`src/rtl/drainer_scheduler.sv`:
```
// Clock-enable scheduler for the flip-flop drainer load: continuous, burst, or
// vblank-gated pulse trains at a programmable prescaled rate.
module drainer_scheduler #(
   parameter int unsigned PRESCALE_W = 16,
   parameter int unsigned BURST_W    = 16,
   parameter int unsigned CNT_W      = 32
) (
   input  logic                  clk,
   input  logic                  resetn,
   input  logic                  enable,
   input  logic [1:0]            mode,
   input  logic [PRESCALE_W-1:0] prescale,
   input  logic [BURST_W-1:0]    burst_on,
   input  logic [BURST_W-1:0]    burst_off,
   input  logic                  vblank_async,
   input  logic                  count_clr,
   output logic                  drain_en,
   output logic [1:0]            phase,
   output logic                  busy,
   output logic [CNT_W-1:0]      pulse_count
);

   typedef enum logic [1:0] {ST_IDLE = 2'd0, ST_ON = 2'd1, ST_OFF = 2'd2, ST_WAIT = 2'd3} state_t;
   typedef enum logic [1:0] {M_CONT = 2'd0, M_BURST = 2'd1, M_BLANK = 2'd2, M_OFF = 2'd3} mode_t;

   state_t                  state_q, state_d;
   mode_t                   mode_q, mode_d;
   logic [PRESCALE_W-1:0]   pre_q, pre_d;
   logic [PRESCALE_W-1:0]   pcnt_q, pcnt_d;
   logic [BURST_W-1:0]      on_q, on_d;
   logic [BURST_W-1:0]      off_q, off_d;
   logic [BURST_W-1:0]      bcnt_q, bcnt_d;
   logic [BURST_W-1:0]      ocnt_q, ocnt_d;
   logic                    vs1_q, vs2_q;
   logic                    drain_q, drain_d;
   logic [CNT_W-1:0]        cnt_q, cnt_d;

   always_ff @(posedge clk or negedge resetn) begin
      if (!resetn) begin
         state_q <= ST_IDLE;
         mode_q  <= M_CONT;
         pre_q   <= '0;
         pcnt_q  <= '0;
         on_q    <= '0;
         off_q   <= '0;
         bcnt_q  <= '0;
         ocnt_q  <= '0;
         vs1_q   <= 1'b0;
         vs2_q   <= 1'b0;
         drain_q <= 1'b0;
         cnt_q   <= '0;
      end else begin
         state_q <= state_d;
         mode_q  <= mode_d;
         pre_q   <= pre_d;
         pcnt_q  <= pcnt_d;
         on_q    <= on_d;
         off_q   <= off_d;
         bcnt_q  <= bcnt_d;
         ocnt_q  <= ocnt_d;
         vs1_q   <= vblank_async;
         vs2_q   <= vs1_q;
         drain_q <= drain_d;
         cnt_q   <= cnt_d;
      end
   end

   always_comb begin
      state_d = state_q;
      mode_d  = mode_q;
      pre_d   = pre_q;
      pcnt_d  = pcnt_q;
      on_d    = on_q;
      off_d   = off_q;
      bcnt_d  = bcnt_q;
      ocnt_d  = ocnt_q;
      drain_d = 1'b0;

      if (!enable) begin
         state_d = ST_IDLE;
         pcnt_d  = '0;
         bcnt_d  = '0;
         ocnt_d  = '0;
      end else begin
         unique case (state_q)
            ST_IDLE: begin
               if (mode_t'(mode) != M_OFF) begin
                  mode_d  = mode_t'(mode);
                  pre_d   = prescale;
                  on_d    = (burst_on == '0) ? BURST_W'(1) : burst_on;
                  off_d   = burst_off;
                  pcnt_d  = '0;
                  bcnt_d  = '0;
                  ocnt_d  = '0;
                  state_d = (mode_t'(mode) == M_BLANK) ? ST_WAIT : ST_ON;
               end
            end
            ST_ON: begin
               // Falling synced vblank takes priority, swallowing any pulse due now.
               if (mode_q == M_BLANK && !vs2_q) begin
                  state_d = ST_WAIT;
                  pcnt_d  = '0;
               end else if (pcnt_q == pre_q) begin
                  drain_d = 1'b1;
                  pcnt_d  = '0;
                  if (mode_q == M_BURST) begin
                     if (bcnt_q == on_q - BURST_W'(1)) begin
                        bcnt_d = '0;
                        if (off_q != '0) begin
                           state_d = ST_OFF;
                           ocnt_d  = '0;
                        end
                     end else begin
                        bcnt_d = bcnt_q + BURST_W'(1);
                     end
                  end
               end else begin
                  pcnt_d = pcnt_q + PRESCALE_W'(1);
               end
            end
            ST_OFF: begin
               if (ocnt_q == off_q - BURST_W'(1)) begin
                  state_d = ST_ON;
                  ocnt_d  = '0;
                  pcnt_d  = '0;
               end else begin
                  ocnt_d = ocnt_q + BURST_W'(1);
               end
            end
            ST_WAIT: begin
               if (vs2_q) begin
                  state_d = ST_ON;
                  pcnt_d  = '0;
               end
            end
            default: state_d = ST_IDLE;
         endcase
      end

      cnt_d = cnt_q;
      if (count_clr)
         cnt_d = '0;
      else if (drain_d && cnt_q != '1)
         cnt_d = cnt_q + CNT_W'(1);
   end

   assign drain_en    = drain_q;
   assign phase       = state_q;
   assign busy        = (state_q != ST_IDLE);
   assign pulse_count = cnt_q;

endmodule
```
`config.mk`:
```
export PLATFORM = sky130hd
export DESIGN_NAME = drainer_scheduler
export DESIGN_NICKNAME = d
export VERILOG_FILES = /design/src/rtl/drainer_scheduler.sv
export SDC_FILE = /design/constraint.sdc
export NUM_CORES = 1
export LEC_CHECK = 0
export CAP_MARGIN = 20
export CELL_PAD_IN_SITES_DETAIL_PLACEMENT = 0
export CELL_PAD_IN_SITES_GLOBAL_PLACEMENT = 1
export CORE_ASPECT_RATIO = 1.4
export CORE_MARGIN = 2
export CORE_UTILIZATION = 40
export CTS_BUF_LIST = sky130_fd_sc_hd__clkbuf_16
export CTS_CLUSTER_SIZE = 28
export DETAILED_ROUTE_END_ITERATION = 7
export GPL_ROUTABILITY_DRIVEN = 0
export HOLD_SLACK_MARGIN = 0.08
export PLACE_DENSITY_LB_ADDON = 0.05
export SLEW_MARGIN = 20
export SYNTH_ARGS = -nofsm -noshare
export SYNTH_HDL_FRONTEND = slang
export SYNTH_SLANG_ARGS = --single-unit
```
`constraint.sdc`:
```
create_clock -name clk -period 3.1 [get_ports clk]
set_input_delay 0.93 -clock clk [delete_from_list [all_inputs] [get_ports clk]]
set_output_delay 0.93 -clock clk [all_outputs]
set_load 0.005 [all_outputs]
```
==> flow_results.xml <==
<?xml version="1.0" encoding="UTF-8"?>
<metrics>
  <group name="critical_path">
    <metric name="timing.critical_path.from_type" unit="">register</metric>
    <metric name="register_to_register_setup_slack" unit="ns">-0.11</metric>
    <metric name="cp_top_family" unit="">simple AND/OR/NAND/NOR gates</metric>
    <metric name="r2r_start" unit="">on_q[0]</metric>
    <metric name="timing.critical_path.required" unit="ns">3.40</metric>
    <metric name="crit_buf_inv" unit="">3</metric>
    <metric name="worst_setup_path_startpoint" unit="">on_q[0]</metric>
    <metric name="path_max_fanout" unit="">3</metric>
    <metric name="worst_setup_path_end_kind" unit="">register</metric>
    <metric name="crit_arrival" unit="ns">3.51</metric>
    <metric name="max_stage_delay" unit="ns">0.53</metric>
    <metric name="crit_chain" unit="">inv_2, ha_2, or4b_4, or4_4, buf_6, mux2i_4, o22ai_4, buf_4, nor4_4, o21ai_1, a21oi_2, mux2_2</metric>
    <metric name="path_class" unit="">reg2reg</metric>
    <metric name="crit_path_max_delay_cell_type" unit="">sky130_fd_sc_hd__or4_4</metric>
  </group>
  <group name="yosys">
    <metric name="dominantRegCellSynth" unit="">sky130_fd_sc_hd__dfrtp_1</metric>
    <metric name="ys_top_cells_by_count" unit="">sky130_fd_sc_hd__dfrtp_1, sky130_fd_sc_hd__nor2_1, sky130_fd_sc_hd__xnor2_1, sky130_fd_sc_hd__nand2_1, sky130_fd_sc_hd__mux2_2</metric>
    <metric name="synth_enable_flop_cells" unit="">0</metric>
    <metric name="syn-num-nets" unit="">887</metric>
    <metric name="syn-cell-area" unit="mm2">0.007869</metric>
    <metric name="synth.top_cells.by_area" unit="">sky130_fd_sc_hd__dfrtp_1, sky130_fd_sc_hd__mux2_2, sky130_fd_sc_hd__xnor2_1</metric>
    <metric name="synthDominantCellAreaShare" unit="">0.4293</metric>
    <metric name="cell_count_after_synthesis" unit="">826</metric>
    <metric name="synth-async-reset-ratio" unit="">1.000</metric>
    <metric name="yosysSeqAreaShare" unit="">0.4293</metric>
    <metric name="yosysWarnings" unit="">0</metric>
    <metric name="synth_area_per_cell" unit="um2">9.526</metric>
    <metric name="synth-seq-cells" unit="">135</metric>
    <metric name="synth.distinct_cells" unit="">76</metric>
    <metric name="synth_most_common_cell" unit="">sky130_fd_sc_hd__dfrtp_1</metric>
    <metric name="library_cell_with_the_largest_summed_area_after_synthesis" unit="">sky130_fd_sc_hd__dfrtp_1</metric>
  </group>
  <group name="pwr">
    <metric name="pwr-share-seq" unit="">0.333</metric>
    <metric name="power.switching" unit="mW">2.602</metric>
    <metric name="total_power" unit="mW">7.623</metric>
    <metric name="power_per_cell_area" unit="mW/mm2">730.0</metric>
    <metric name="clkPwrFrac" unit="">0.279</metric>
    <metric name="share_comb_of_total_power" unit="">0.388</metric>
    <metric name="internal_power" unit="mW">5.021</metric>
    <metric name="power.share.switching" unit="">0.3413</metric>
    <metric name="leakage_power_of_the_design" unit="nW">4.177</metric>
    <metric name="ir_worst_vdd" unit="mV">0.4252</metric>
  </group>
  <group name="floorplan">
    <metric name="core_area" unit="mm2">0.01929</metric>
    <metric name="boundaryPins" unit="">91</metric>
    <metric name="area_of_the_die" unit="mm2">0.02083</metric>
    <metric name="starting_density_of_the_core" unit="">0.4078</metric>
    <metric name="floorplan.die.height" unit="um">170.0</metric>
    <metric name="die_width" unit="um">122.5</metric>
    <metric name="row_count" unit="">60</metric>
  </group>
  <group name="timing">
    <metric name="fmax" unit="MHz">311.7</metric>
    <metric name="totalNegativeSetupSlack" unit="ns">-1.973</metric>
    <metric name="fin_hold_ws" unit="ns">0.3508</metric>
    <metric name="final_min_period_over_clock_period" unit="">1.035</metric>
    <metric name="fin_worst_skew" unit="ns">0.01236</metric>
    <metric name="maxSlewHeadroom" unit="">0.6286</metric>
    <metric name="rsz0062_at_grt" unit="">yes</metric>
    <metric name="timing_max_transition_violations_final" unit="">0</metric>
    <metric name="hold_viol_final" unit="">0</metric>
    <metric name="worst_slack" unit="ns">-0.1080</metric>
    <metric name="finalCriticalPeriod" unit="ns">3.208</metric>
    <metric name="tightestPinTransition" unit="ns">0.5572</metric>
    <metric name="setup_failing_eps_final" unit="">31</metric>
  </group>
  <group name="clock_tree">
    <metric name="cts-root-buf" unit="">sky130_fd_sc_hd__clkbuf_16</metric>
    <metric name="clk_latency" unit="ns">0.42</metric>
    <metric name="clkSlewWorstSetupHoldPaths" unit="ns">0.06</metric>
    <metric name="ctsHoldBuffers" unit="">0</metric>
    <metric name="cts_buffers" unit="">17</metric>
    <metric name="clock_sink_count" unit="">135</metric>
    <metric name="clock_tree.htree_level_count" unit="">4</metric>
    <metric name="cts_tree" unit="">yes</metric>
    <metric name="clk_path_buf_depth" unit="">2</metric>
  </group>
  <group name="outcome">
    <metric name="result_of_the_run" unit="">complete, but fails checks</metric>
    <metric name="violations" unit="">negative setup slack</metric>
  </group>
  <group name="global_routing">
    <metric name="antenna_violations_before_repair" unit="">0</metric>
    <metric name="vias_in_the_first_global_route" unit="">7010</metric>
    <metric name="grt_pass1_wl" unit="mm">34.73</metric>
    <metric name="grt.overflow.total" unit="">0</metric>
    <metric name="largest_net_degree_at_the_start_of_global_routing" unit="">59</metric>
    <metric name="grt_use_total" unit="">0.2098</metric>
  </group>
  <group name="place">
    <metric name="place.detailed.hpwl" unit="mm">15.10</metric>
    <metric name="placed_cells" unit="">1183</metric>
    <metric name="placement.cell_area" unit="mm2">0.009359</metric>
    <metric name="pre_cts_slack" unit="ns">-0.1360</metric>
    <metric name="numPortBuffers" unit="">90</metric>
  </group>
  <group name="hold_path">
    <metric name="worst_hold_startpoint" unit="">vs1_q</metric>
    <metric name="worst_hold_path_type" unit="">reg2reg</metric>
  </group>
  <group name="flow_run">
    <metric name="max_cap_violations" unit="">0</metric>
  </group>
  <group name="detailed_routing">
    <metric name="detail-route-antenna-nets" unit="">0</metric>
    <metric name="routedWlPerCell" unit="um">17.17</metric>
    <metric name="dr.first_iter.drc_count" unit="">401</metric>
    <metric name="routed_via_density" unit="">5.565</metric>
    <metric name="drcViolationCount" unit="">0</metric>
    <metric name="routed-via-count" unit="">6923</metric>
    <metric name="detailed_routing_iterations_pass_1" unit="">5</metric>
    <metric name="detail_route.wirelength" unit="mm">21.36</metric>
  </group>
  <group name="finish">
    <metric name="insertedDiodeCount" unit="">0</metric>
    <metric name="fin_cells" unit="">1244</metric>
    <metric name="final_layout_size_suffix_gt1_frac" unit="">0.2229</metric>
    <metric name="fin_util" unit="">0.5412</metric>
    <metric name="final_design_area_no_fill" unit="mm2">0.01044</metric>
    <metric name="nNetsFinal" unit="">1046</metric>
    <metric name="area_growth" unit="%">32.71</metric>
  </group>
</metrics>
[worst register-to-register path, cell delays in order, from the launching register on]
cell and delay, ns:
sky130_fd_sc_hd__dfrtp_1 0.39, sky130_fd_sc_hd__inv_2 0.06, sky130_fd_sc_hd__ha_2 0.17, sky130_fd_sc_hd__or4b_4 0.49, sky130_fd_sc_hd__or4_4 0.53, sky130_fd_sc_hd__buf_6 0.15
sky130_fd_sc_hd__mux2i_4 0.17, sky130_fd_sc_hd__o22ai_4 0.11, sky130_fd_sc_hd__buf_4 0.16, sky130_fd_sc_hd__nor4_4 0.24, sky130_fd_sc_hd__o21ai_1 0.12, sky130_fd_sc_hd__a21oi_2 0.15
sky130_fd_sc_hd__mux2_2 0.34
[final timing paths]
| kind | endpoint | depth (start not counted) |
|---|---|---|
| worst max register to register | phase[1] | 12 |
| max in group asynchronous | off_q[12] | 2 |
| worst max-delay path | phase[1] | 12 |
| min in group asynchronous | pre_q[2] | 1 |
| worst min-delay path | vs2_q | 0 |
| worst min register to register | vs2_q | 0 |
[power groups by stage]
stage / Sequential (mW) / Combinational [mW] / Clock, mW
final: 2.54 / 2.96 / 2.13
after detailed placement: 2.57 / 2.53 / 0
after global routing: 2.59 / 3.23 / 2.27
after global placement: 2.55 / 2.47 / 0
after floorplan: 2.46 / 1.69 / 0
after CTS: 2.54 / 2.83 / 2.18
[per-layer routing]
layer	vias to the layer above	global-route usage	share of wire
met2	139	0.3693	0.52
met4	0	0.07196	0.016
met5	-	0	0
met3	25	0.04223	0.037
met1	3425	0.2521	0.43
li1	3334	-	-
[layout make-up]
type | instances | area, um2
clock buffer | 17 | 425.4
clock inverter | 13 | 182.7
fill | 1712 | 8851
inverter | 29 | 108.9
multi-input combinational | 619 | 4393
sequential | 135 | 3378
tap | 248 | 310.3
timing repair buffer | 183 | 1644
[sequential cells by signal, summed over array words and instances (netlist names)]
signal,flops
phase,2
ocnt_q,16
pcnt_q,16
on_q,16
mode_q,2
pre_q,16
vs1_q,1
pulse_count,32
bcnt_q,16
drain_en,1
off_q,16
vs2_q,1
[kinds of logic (layout without fill, tap and decap cells)]
group / after synthesis / count (layout) / share of synthesized area
XOR/XNOR: 84 / 84 / 0.09350
flip-flops: 135 / 135 / 0.4293
adder cells (fa/ha/maj): 6 / 6 / 0.009540
multiplexers: 55 / 55 / 0.07807
AND/OR/NAND/NOR: 332 / 332 / 0.2220
buffers and inverters: 72 / 242 / 0.03959
AO/OA/AOI/OAI: 142 / 142 / 0.1280
[what timing repair did]
action	4_1_cts	5_1_grt
resized for setup	22	28
endpoints found under the setup margin	31	35
hold endpoints to repair	0	0
setup buffers	29	7
pin swaps	6	18
[placed cells by master (no fill, tap or decap), drive strengths merged, types with 4 or more instances in the layout]
master	n
a21oi	25
inv	31
nor3	23
nor2b	4
or3	13
mux2i	4
clkinvlp	5
clkbuf	17
bufinv	4
a31oi	15
and2	5
and4	4
a22o	6
nor4	17
buf	94
ha	6
o211ai	6
xor2	24
and3	21
or4	8
nand2	58
clkdlybuf4s50	89
nor2	87
o21ai	26
a41oi	7
nand2b	4
o311a	14
nand4	26
dfrtp	135
xnor2	60
mux2	51
o22ai	11
nand3	42
No activity file was read; power rests on OpenSTA's default activity.
